**src/rtl/rat_int_pkg.sv**
```systemverilog
// Shared types, default port addresses and the priority helper for the
// RAT interrupt controller.
package rat_int_pkg;

    typedef enum logic [1:0] {
        IDLE    = 2'd0,
        ASSERT  = 2'd1,
        SERVICE = 2'd2
    } int_state_t;

    localparam int          MAX_SRC       = 8;
    localparam logic [7:0]  MASK_PORT_DEF = 8'h30;
    localparam logic [7:0]  EOI_PORT_DEF  = 8'h31;
    localparam logic [7:0]  ID_PORT_DEF   = 8'h32;
    localparam logic [7:0]  PEND_PORT_DEF = 8'h33;

    // Index of the lowest set bit; 0 when the vector is empty (callers
    // only use the result when at least one bit is set).
    function automatic logic [2:0] prio_lowest(input logic [7:0] vec);
        logic [2:0] idx;
        idx = '0;
        for (int i = MAX_SRC - 1; i >= 0; i--) begin
            if (vec[i]) idx = i[2:0];
        end
        return idx;
    endfunction

endpackage

```
**src/rtl/rat_int_edge_latch.sv**
```systemverilog
// Rising-edge detector and pending latch for NUM_SRC interrupt sources.
// A new edge always wins over a same-cycle clear so no event is lost.
module rat_int_edge_latch #(
    parameter int NUM_SRC = 4
) (
    input  logic               clk,
    input  logic               rst_i,
    input  logic [NUM_SRC-1:0] irq_i,
    input  logic [NUM_SRC-1:0] clr_i,
    output logic [NUM_SRC-1:0] pending_o
);

    logic [NUM_SRC-1:0] irq_q;
    logic [NUM_SRC-1:0] pend_q, pend_d;
    logic [NUM_SRC-1:0] edge_w;

    assign edge_w    = irq_i & ~irq_q;
    assign pending_o = pend_q;

    // Next pending: clear the acknowledged bit, then OR in fresh edges.
    always_comb begin
        pend_d = (pend_q & ~clr_i) | edge_w;
    end

    // Source history and pending registers.
    always_ff @(posedge clk) begin
        if (rst_i) begin
            irq_q  <= '0;
            pend_q <= '0;
        end else begin
            irq_q  <= irq_i;
            pend_q <= pend_d;
        end
    end

endmodule

```
**src/rtl/rat_int_ctrl.sv**
```systemverilog
// Prioritised, maskable interrupt controller in front of the RAT INTV
// input. Lowest index wins; one request is in flight until software EOI.
module rat_int_ctrl
    import rat_int_pkg::*;
#(
    parameter int         NUM_SRC   = 4,
    parameter logic [7:0] MASK_PORT = MASK_PORT_DEF,
    parameter logic [7:0] EOI_PORT  = EOI_PORT_DEF,
    parameter logic [7:0] ID_PORT   = ID_PORT_DEF,
    parameter logic [7:0] PEND_PORT = PEND_PORT_DEF
) (
    input  logic               clk,
    input  logic               RESET,
    input  logic [NUM_SRC-1:0] IRQ,
    input  logic               INT_EN,
    input  logic               INT_ACK,
    input  logic [7:0]         PORT_ID,
    input  logic [7:0]         OUT_PORT,
    input  logic               IO_STRB,
    output logic               INTV,
    output logic [7:0]         IN_DATA,
    output logic               IN_HIT,
    output logic [2:0]         ACTIVE_ID
);

    int_state_t         state_q, state_d;
    logic [2:0]         active_q, active_d;
    logic [NUM_SRC-1:0] mask_q, mask_d;
    logic [NUM_SRC-1:0] pending;
    logic [NUM_SRC-1:0] clr;
    logic [7:0]         req8, mask8, pend8;
    logic               ack_take;
    logic               eoi;
    logic               mask_wr;

    // Upper data bits beyond NUM_SRC are deliberately ignored on mask writes.
    wire unused_out = &{1'b0, OUT_PORT};

    assign eoi       = IO_STRB && (PORT_ID == EOI_PORT);
    assign mask_wr   = IO_STRB && (PORT_ID == MASK_PORT);
    assign INTV      = (state_q == ASSERT);
    assign ACTIVE_ID = active_q;

    rat_int_edge_latch #(.NUM_SRC(NUM_SRC)) u_latch (
        .clk       (clk),
        .rst_i     (RESET),
        .irq_i     (IRQ),
        .clr_i     (clr),
        .pending_o (pending)
    );

    // Zero-extend mask, pending and request vectors to the 8-bit bus width.
    always_comb begin
        mask8 = '0;
        pend8 = '0;
        req8  = '0;
        mask8[NUM_SRC-1:0] = mask_q;
        pend8[NUM_SRC-1:0] = pending;
        req8[NUM_SRC-1:0]  = pending & mask_q;
    end

    // One-hot clear of the granted source on an accepted acknowledge.
    always_comb begin
        clr = '0;
        for (int i = 0; i < NUM_SRC; i++) begin
            clr[i] = ack_take && (active_q == 3'(i));
        end
    end

    // Arbitration FSM: grant, hold INTV until ACK, then wait for EOI.
    always_comb begin
        state_d  = state_q;
        active_d = active_q;
        ack_take = 1'b0;
        mask_d   = mask_wr ? OUT_PORT[NUM_SRC-1:0] : mask_q;
        case (state_q)
            IDLE: begin
                if (INT_EN && (req8 != 8'h00)) begin
                    active_d = prio_lowest(req8);
                    state_d  = ASSERT;
                end
            end
            ASSERT: begin
                if (INT_ACK) begin
                    ack_take = 1'b1;
                    state_d  = SERVICE;
                end else if (!INT_EN || !req8[active_q]) begin
                    state_d = IDLE;
                end
            end
            SERVICE: begin
                if (eoi) state_d = IDLE;
            end
            default: state_d = IDLE;
        endcase
    end

    // State, granted ID and mask registers.
    always_ff @(posedge clk) begin
        if (RESET) begin
            state_q  <= IDLE;
            active_q <= '0;
            mask_q   <= '0;
        end else begin
            state_q  <= state_d;
            active_q <= active_d;
            mask_q   <= mask_d;
        end
    end

    // Combinational IN-port read mux.
    always_comb begin
        IN_DATA = 8'h00;
        IN_HIT  = 1'b0;
        if (PORT_ID == MASK_PORT) begin
            IN_HIT  = 1'b1;
            IN_DATA = mask8;
        end else if (PORT_ID == ID_PORT) begin
            IN_HIT  = 1'b1;
            IN_DATA = {state_q == SERVICE, state_q == ASSERT, 3'b000, active_q};
        end else if (PORT_ID == PEND_PORT) begin
            IN_HIT  = 1'b1;
            IN_DATA = pend8;
        end else if (PORT_ID == EOI_PORT) begin
            IN_HIT  = 1'b1;
        end
    end

endmodule

```
**config.mk**
```make
export PLATFORM = sky130hd
export DESIGN_NAME = rat_int_ctrl
export DESIGN_NICKNAME = d
export VERILOG_FILES = /design/src/rtl/rat_int_pkg.sv /design/src/rtl/rat_int_edge_latch.sv /design/src/rtl/rat_int_ctrl.sv
export SDC_FILE = /design/constraint.sdc
export NUM_CORES = 1
export LEC_CHECK = 0
export CORE_UTILIZATION = 43
export DETAILED_ROUTE_END_ITERATION = 16
export HOLD_SLACK_MARGIN = 0.15
export PLACE_DENSITY_LB_ADDON = 0.12
export SYNTH_ARGS = -nofsm -noshare
export SYNTH_HDL_FRONTEND = slang
export SYNTH_HIERARCHICAL = 1
export SYNTH_SLANG_ARGS = --single-unit
```
**constraint.sdc**
```tcl
create_clock -name clk -period 3.4 [get_ports clk]
set_input_delay 0.68 -clock clk [delete_from_list [all_inputs] [get_ports clk]]
set_output_delay 0.68 -clock clk [all_outputs]
set_load 0.005 [all_outputs]
```
-- Yosys cells after proc, flatten, opt, wreduce, memory -nomap -nowiden
Cells that the tools add are included.
- register bits: 17
- bits of input ports: 25
- output and inout port bits: 13
- logic and storage cells: 59
- order comparisons: 1
- eq/ne operators: 12
- muxes and demuxes: 20
- bitwise operators: 6
- reductions and logical operators: 15
- operator list (cell ; count):
    == test 8 x 6 -> 1 bit, second input constant ; 4
    two-way mux 8 bit ; 2
    bitwise AND 4 bit ; 3
    two-way mux 2 bit ; 5
    two-way mux 3 bit ; 3
    NOT 4 bit ; 2
    nonzero test 8 bit ; 1
    logical AND 1 bit ; 7
    two-way mux 1 bit ; 7
    == test 3 x 2 -> 1 bit, second input constant ; 2
    one-hot mux 2 bit (3 select lines) ; 1
    < comparator 3 x 4 -> 1 bit, second input constant ; 1
    two-way mux 4 bit ; 1
    inequality test 2 bit, second input constant ; 2
    bitwise OR 4 bit ; 1
    binary-select mux 1 bit (select 3 bit) ; 1
    == test 3 x 1 -> 1 bit, second input constant ; 1
    zero test 3 bit ; 1
    inequality test 3 x 2 -> 1 bit, second input constant ; 1
    AND reduction 3 bit ; 1
    == test 2 x 1 -> 1 bit, second input constant ; 1
    == test 2 bit, second input constant ; 1
    zero test 1 bit ; 2
    zero test 2 bit ; 1
    2 further kinds ; 2

-- Logic depth before layout (Yosys ltp)
Gate-level depths: netlist (run 1).
- word-level depth: 8
- depth in mapped cells: 5
- gate-level depth less buffers: 5

-- Cells and area by module
The synthesis (run 1) kept the hierarchy.
- modules (own cells, without submodules) (module ; times used ; cells each ; area an instance (um2) ; seq. area each (um2)):
    rat_int_ctrl ; 1 ; 72 ; 595.6 ; 160.2
    rat_int_edge_latch ; 1 ; 24 ; 255.2 ; 160.2

-- Worst setup path after synthesis (run 1)
No wires, ideal clock.
- kind: input -> output
- from: in PORT_ID[7]
- to: out IN_DATA[6]
- arrival: 1.411 ns
- data required time: 2.720 ns
- path slack: 1.309 ns
- cell stages on the path: 3
- path buffers: 0
- path through: nor4_4 -> nand2_2 -> and4bb_1
- longest elaborated chain between the ends: 3
- RTL lines (what ; line ; RTL):
    from (decl) ; rat_int_ctrl.sv:17 ; input logic [7:0] PORT_ID,
    == test 8 x 6 -> 1 bit ; rat_int_ctrl.sv:118 ; end else if (PORT_ID == ID_PORT) begin
    two-way mux 8 bit ; rat_int_ctrl.sv:118 ;
    two-way mux 8 bit (*) ; rat_int_ctrl.sv:115 ; if (PORT_ID == MASK_PORT) begin
    to (decl) ; rat_int_ctrl.sv:21 ; output logic [7:0] IN_DATA,
Mark *: on every way between the ends. The rest lies on a longest branch, timed or not.

-- Final worst setup path (run 1)
- from: in PORT_ID[7]
- to: out IN_DATA[7]
Same word-level chain as after synthesis.

==> results.rst, run 1 <==
.. list-table::
   :header-rows: 1

   * - Metric
     - Value
   * - Cells traversed along the worst timing path
     - clkdlybuf4s50_1, nor4_4, nand2_2, nor4b_2, clkdlybuf4s50_1
   * - WHS
     - 0.488 ns
   * - 1st-pass router iterations
     - 4
   * - Sw Ratio
     - a little over a fifth
   * - Register area share after synthesis
     - about 38%
   * - Post-Syn Instances
     - between 90 and 100
   * - Final std cell area, no fill
     - roughly 1200 µm²
   * - Total I/O pin count
     - 38
   * - CTS H-tree lvls
     - 1
   * - Hold buffer count at cts
     - 0
   * - Count of endpoints failing hold in the final timing report
     - 0
   * - Type of the worst setup path
     - in2out
   * - # diodes
     - 0
   * - Internal power component
     - roughly 0.00029 W
   * - Chip height
     - between 40 and 50 µm
   * - Maximum number of pins on one net before global-route repair
     - 17
   * - Netlist cell types
     - 34
   * - Unrepaired setup endpoints after global routing
     - no
   * - CP peak stage delay
     - 0.53 ns
   * - Count of non-filler cells in the finished layout
     - between 150 and 200
   * - Relative contribution of the clock network to total power
     - 33.0%
   * - Worst ir drop on vdd
     - approximately 0.00022 V
   * - Final WL
     - 1.85 mm
   * - CTS sink cnt
     - 16
   * - Die width
     - ~46 µm
   * - Kind of capture point of the worst setup path
     - output port
   * - Worst setup slack for register-to-register paths
     - 2.03 ns
   * - Overall die area
     - around 2200 µm²
   * - Number of buffer and inverter instances along the worst setup path
     - 2
   * - Max Cap Violations
     - 0
   * - Maximum achievable frequency
     - around 0.32 GHz
   * - Most used cells in the layout excluding fill and tap cells
     - clkdlybuf4s50_1, dfxtp_1, a21oi_1
   * - Vias post-DR
     - a little over 800
   * - CP arrival
     - between 2 and 2.5 ns
   * - Largest delay contributor family on the critical path
     - buffers and inverters
   * - LEAKAGE
     - 0.447 nW
   * - Core area
     - 1780 µm²
   * - Status
     - finished clean
   * - HPWL reported at the end of detailed placement
     - around 1.4 mm
   * - Most common cell after layout, fill and taps aside
     - clkdlybuf4s50_1
   * - Final setup skew
     - a little under 0.001 ns
   * - Clock Latency Late Sink
     - 0.28 ns
   * - Maximum fanout along the worst path
     - 8
   * - Number of antenna violations at the first check in global routing
     - 0
   * - Wire length of the first global-routing pass
     - a little under 3 mm
   * - Startpoint kind of the worst setup timing path
     - input port
   * - Fraction of post-synthesis cell area in the top cell type by area
     - roughly 38%
   * - Layout-stage area growth over the synthesis result
     - 39.9%
   * - Final setup vio count
     - 0
   * - Area leader, netlist
     - dfxtp_1
   * - Fillers
     - between 150 and 200
   * - Top post-synthesis cells by area
     - dfxtp_1, nand2b_1, a21oi_1, mux2i_1, nor2b_1
   * - Type of the tightest min-delay check
     - reg2reg
   * - CP dominant cell by count
     - clkdlybuf4s50_1
   * - Via count of the first global-routing pass
     - 746
   * - Relative slew margins
     - 62.8%
   * - Total number of placement rows
     - 15
   * - Drt first-iter violations
     - 20
   * - Clock-pin slew on the worst setup and hold paths
     - around 0.09 ns
   * - Async S/R FF share, synth
     - 0%
   * - Sequential Power Share
     - around 54%
   * - Initial cell density of the core
     - a little under half
   * - Accumulated negative setup slack
     - 0 ns
   * - Avg Vias per Cell
     - about 5.4
   * - Shortest period the worst path allows
     - 3.10 ns
   * - Root Buffer Master
     - clkbuf_4
   * - Pwr/cell area
     - roughly 300 nW/µm²
   * - Share of total power in combinational logic
     - about an eighth
   * - Post-CTS repair timing setup buffer count
     - 0
   * - Count of buffers from port buffering
     - 30
   * - Synthesized area per cell
     - between 8 and 9 µm²
   * - Synth Register Bits
     - 16
   * - Ratio of cells with drive above 1 in the final layout
     - between 8 and 9%
   * - Total power
     - 0.000367 W
   * - Cell with the largest stage delay on the worst path
     - clkdlybuf4s50_1
   * - Area after DPL
     - roughly 1200 µm²
   * - Aggregate global-route resource usage
     - about a fifth
   * - Worst path required time
     - approximately 2.7 ns
   * - Detailed-route DRC error count
     - 0
   * - Clock buffers created by TritonCTS
     - 3
   * - Final period util
     - ~90%
   * - Number of flops mapped to enable cells by yosys
     - 0
   * - Post-synthesis cell area
     - around 850 µm²
   * - Final #Nets
     - 152
   * - Post-cts gate resize count
     - 0
   * - Slew Viols, Final
     - 0
   * - Routed Antenna Nets
     - 0
   * - TritonCTS clock tree
     - built
   * - WL per Instance
     - approximately 12 µm
   * - Yosys warning total
     - 6
   * - Primary FF master, synth
     - dfxtp_1
   * - Routability-driven placement congestion ratio
     - 0.722
   * - Remaining Overflow, GRT
     - 0
   * - Power spent charging and discharging nets
     - roughly 0.00008 W
   * - Clock Tree Buf Depth
     - 2
   * - Transition at the pin with the smallest max-transition slack
     - approximately 0.56 ns
   * - Placed Cells incl. Taps
     - approximately 150
## routing by layer
layer	part of all wire [%]	wire, µm	track usage (%)
met5	0	0	0
met1	43	795	21.5
met2	48	894	35.0
met4	0.65	12	7.06
met3	7.7	143	5.10
## worst register-to-register path: cells and delay by family (launching register included)
| kind | cells | cell delay [ns] |
|---|---|---|
| AO/OA/AOI/OAI | 1 | 0.06 |
| AND/OR/NAND/NOR | 4 | 0.84 |
| flip-flops | 1 | 0.35 |
## kinds of logic (layout without fill, tap and decap cells)
family | Yosys count | after routing | share of synthesized area [%]
flip-flops | 16 | 16 | 37.6
buffers and inverters | 7 | 35 | 4.70
multiplexers | 6 | 6 | 7.35
AND/OR/NAND/NOR | 45 | 45 | 34.1
other | 1 | 3 | 0.441
AO/OA/AOI/OAI | 21 | 21 | 15.7
## sequential cells by signal, indices dropped and copies added, names as in the netlist
register	flops
mask_q	4
u_latch/pending_o	4
u_latch/irq_q	4
state_q	2
ACTIVE_ID	2
## cells in the mapped netlist, types with 2 or more instances
library cell / n
a22oi_1: 2
mux2i_1: 4
nand2_1: 6
nor3b_1: 3
nand3_1: 4
buf_4: 3
nor2_1: 6
nand2b_1: 9
mux2_2: 2
nand3b_1: 2
buf_2: 2
a22o_1: 2
nor2b_1: 6
dfxtp_1: 16
a21oi_1: 10
## power groups by stage
stage	combinational [W]	clock [W]	sequential, W
after detailed placement	0.0000474	0	0.000203
final	0.0000476	0.000121	0.000198
after global placement	0.0000463	0	0.000202
after floorplan	0.0000203	0	0.000201
after CTS	0.0000482	0.000126	0.000198
after global routing	0.0000526	0.000135	0.000199
## path summary, 6_finish.rpt
path,from,cells after the start,endpoint
hold reg to reg,u_latch/irq_q[1],2,u_latch/pending_o[1]
setup reg to reg,state_q[0],5,u_latch/pending_o[1]
hold / removal,u_latch/irq_q[1],2,u_latch/pending_o[1]
setup / recovery,PORT_ID[7],5,IN_DATA[7]
## layout make-up
cell class              count  area [µm²]  area share, %
clock buffers               4        36.3           3.05
inverters                   1        3.75          0.315
multi-input cells          75         498           41.9
flip-flops and latches     16         320           26.9
well taps                  25        31.3           2.63
repair buffers             30         300           25.2
## through the flow
step / utilization (%) / worst slack (ns)
CTS: 66.7 / 0.282
finish: 66.7 / 0.296
global placement: 64.7 / 0.306
detailed placement: 64.7 / 0.278
floorplan: - / 1.31
global route: 66.7 / 0.195
(Power assumes the default switching activity.)
==> inputs of run 2 (changes only) <==
PLACE_DENSITY_LB_ADDON = 0.1   (was 0.12)
==> results.rst, run 2 (synthesized netlist as in run 1, its figures left out) <==
.. list-table::
   :header-rows: 1

   * - Metric
     - Value
   * - Detailed-route DRC error count
     - 0 (unchanged)
   * - WL per Instance
     - 11.2 µm (-8.4%)
   * - Vias post-DR
     - 789 (-2.6%)
   * - Maximum achievable frequency
     - 0.322 GHz (about the same)
   * - # diodes
     - 0 (unchanged)
   * - CP arrival
     - 2.42 ns (about the same)
   * - Slew Viols, Final
     - 0 (unchanged)
   * - Drt first-iter violations
     - 13 (-35%)
   * - Final setup vio count
     - 0 (unchanged)
   * - Unrepaired setup endpoints after global routing
     - no
   * - Total I/O pin count
     - 38 (unchanged)
   * - 1st-pass router iterations
     - 4 (unchanged)
   * - Final period util
     - 91.3% (about the same)
   * - Startpoint kind of the worst setup timing path
     - input port
   * - Total power
     - 0.000339 W (-7.8%)
   * - Relative slew margins
     - 62.5% (-0.31 points)
   * - Setup slack after layout
     - 0.295 ns (-0.00139 ns)
   * - Number of antenna violations at the first check in global routing
     - 0 (unchanged)
   * - Overall die area
     - 2160 µm² (unchanged)
   * - Routability-driven placement congestion ratio
     - 0.725 (+0.48%)
   * - Kind of capture point of the worst setup path
     - output port
   * - Most common cell after layout, fill and taps aside
     - clkdlybuf4s50_1
   * - Type of the worst setup path
     - in2out
   * - Count of buffers from port buffering
     - 30 (unchanged)
   * - Worst ir drop on vdd
     - 0.000228 V (+5.3%)
   * - TritonCTS clock tree
     - built
   * - CTS H-tree lvls
     - 1 (unchanged)
   * - Status
     - finished clean
   * - Count of endpoints failing hold in the final timing report
     - 0 (unchanged)
   * - Final #Nets
     - 152 (unchanged)
   * - Die width
     - 46.5 µm (unchanged)
   * - Maximum number of pins on one net before global-route repair
     - 17 (unchanged)
   * - Placed Cells incl. Taps
     - 147 (unchanged)
   * - Layout-stage area growth over the synthesis result
     - 38.2%
   * - Pwr/cell area
     - 288 nW/µm² (-6.7%)
   * - HPWL reported at the end of detailed placement
     - 1.31 mm (-8.8%)
   * - Final WL
     - 1.68 mm (-9.0%)
   * - Clock Tree Buf Depth
     - 2 (unchanged)
   * - Via count of the first global-routing pass
     - 644 (-14%)
   * - Total number of placement rows
     - 15 (unchanged)
   * - Clock Latency Late Sink
     - 0.27 ns (about the same)
   * - Accumulated negative setup slack
     - 0 ns (unchanged)
   * - Post-CTS repair timing setup buffer count
     - 0 (unchanged)
   * - Remaining Overflow, GRT
     - 0 (unchanged)
   * - Aggregate global-route resource usage
     - 17.1% (-2.3 points)
   * - Worst path required time
     - 2.72 ns (about the same)
   * - Routed Antenna Nets
     - 0 (unchanged)
   * - Count of non-filler cells in the finished layout
     - 150 (-0.66%)
   * - Root Buffer Master
     - clkbuf_4
   * - Type of the tightest min-delay check
     - reg2reg
   * - Chip height
     - 46.5 µm (unchanged)
   * - Clock buffers created by TritonCTS
     - 3 (unchanged)
   * - Core area
     - 1780 µm² (unchanged)
   * - Most used cells in the layout excluding fill and tap cells
     - clkdlybuf4s50_1, dfxtp_1, a21oi_1
   * - Transition at the pin with the smallest max-transition slack
     - 0.561 ns (+0.00462 ns)
   * - Wire length of the first global-routing pass
     - 2.65 mm (-11%)
   * - Final setup skew
     - 0.000889 ns (-0.0000926 ns)
   * - Maximum fanout along the worst path
     - 8 (unchanged)
   * - Initial cell density of the core
     - 47.7% (unchanged)
   * - LEAKAGE
     - 0.440 nW (-1.6%)
   * - Avg Vias per Cell
     - 5.26 (-1.9%)
   * - Max Cap Violations
     - 0 (unchanged)
   * - CTS sink cnt
     - 16 (unchanged)
   * - Shortest period the worst path allows
     - 3.10 ns (+0.00139 ns)
   * - Clock-pin slew on the worst setup and hold paths
     - 0.08 ns (about the same)
   * - Ratio of cells with drive above 1 in the final layout
     - 8.00% (-0.73 points)
   * - DP Worst Slack
     - 0.274 ns (-0.00430 ns)
   * - Post-cts gate resize count
     - 0 (unchanged)
   * - Hold buffer count at cts
     - 0 (unchanged)
## run 2: worst max-delay path, stage by stage
cell             delay (ns)
clkdlybuf4s50_1        0.44
nor4_4                 0.34
nand2_2                0.17
nor4b_2                0.27
clkdlybuf4s50_1        0.53
## run 2: layer usage
| metal | routed length (µm) | GRT usage [%] | share of wire [%] |
|---|---|---|---|
| met5 | 0 | 0 | 0 |
| met4 | 12 | 5.29 | 0.71 |
| met3 | 124 | 3.92 | 7.4 |
| met2 | 754 | 27.8 | 45 |
| met1 | 787 | 22.3 | 47 |
## run 2: area by class of cell
| type | instances | area [µm²] |
|---|---|---|
| Timing Repair Buffer | 30 | 300 |
| Sequential cell | 16 | 320 |
| Tap cell | 25 | 31.3 |
| Fill cell | 158 | 607 |
| Inverter | 1 | 3.75 |
| Multi-Input combinational cell | 75 | 498 |
| Clock buffer | 3 | 22.5 |
## run 2: stage by stage
step | instance area, µm² | utilization (%) | hold slack (ns)
floorplan | 858 | - | 0.456
global placement | 1150 | 64.7 | 0.470
detailed placement | 1150 | 64.7 | 0.476
CTS | 1180 | 66.0 | 0.488
global route | 1180 | 66.0 | 0.528
finish | 1180 | 66.0 | 0.484
## run 2: final timing paths
kind / startpoint / end / slack (ns) / cells after the start
max reg2reg: state_q[0] / u_latch/pending_o[1] / 2.08 / 5
min reg2reg: u_latch/irq_q[1] / u_latch/pending_o[1] / 0.48 / 2
min: u_latch/irq_q[1] / u_latch/pending_o[1] / 0.48 / 2
max: PORT_ID[7] / IN_DATA[7] / 0.30 / 5
## run 2: power breakdown
part / switching (W) / total, W / internal (W)
Sequential: 0.00000467 / 0.000198 / 0.000194
Combinational: 0.0000173 / 0.0000469 / 0.0000296
Clock: 0.0000526 / 0.0000936 / 0.0000410
==> inputs of run 3 (changes only) <==
GPL_ROUTABILITY_DRIVEN = 0   (was default)
==> results of run 3 <==
No change in the layout: final DEF, timing and power equal those of run 2.
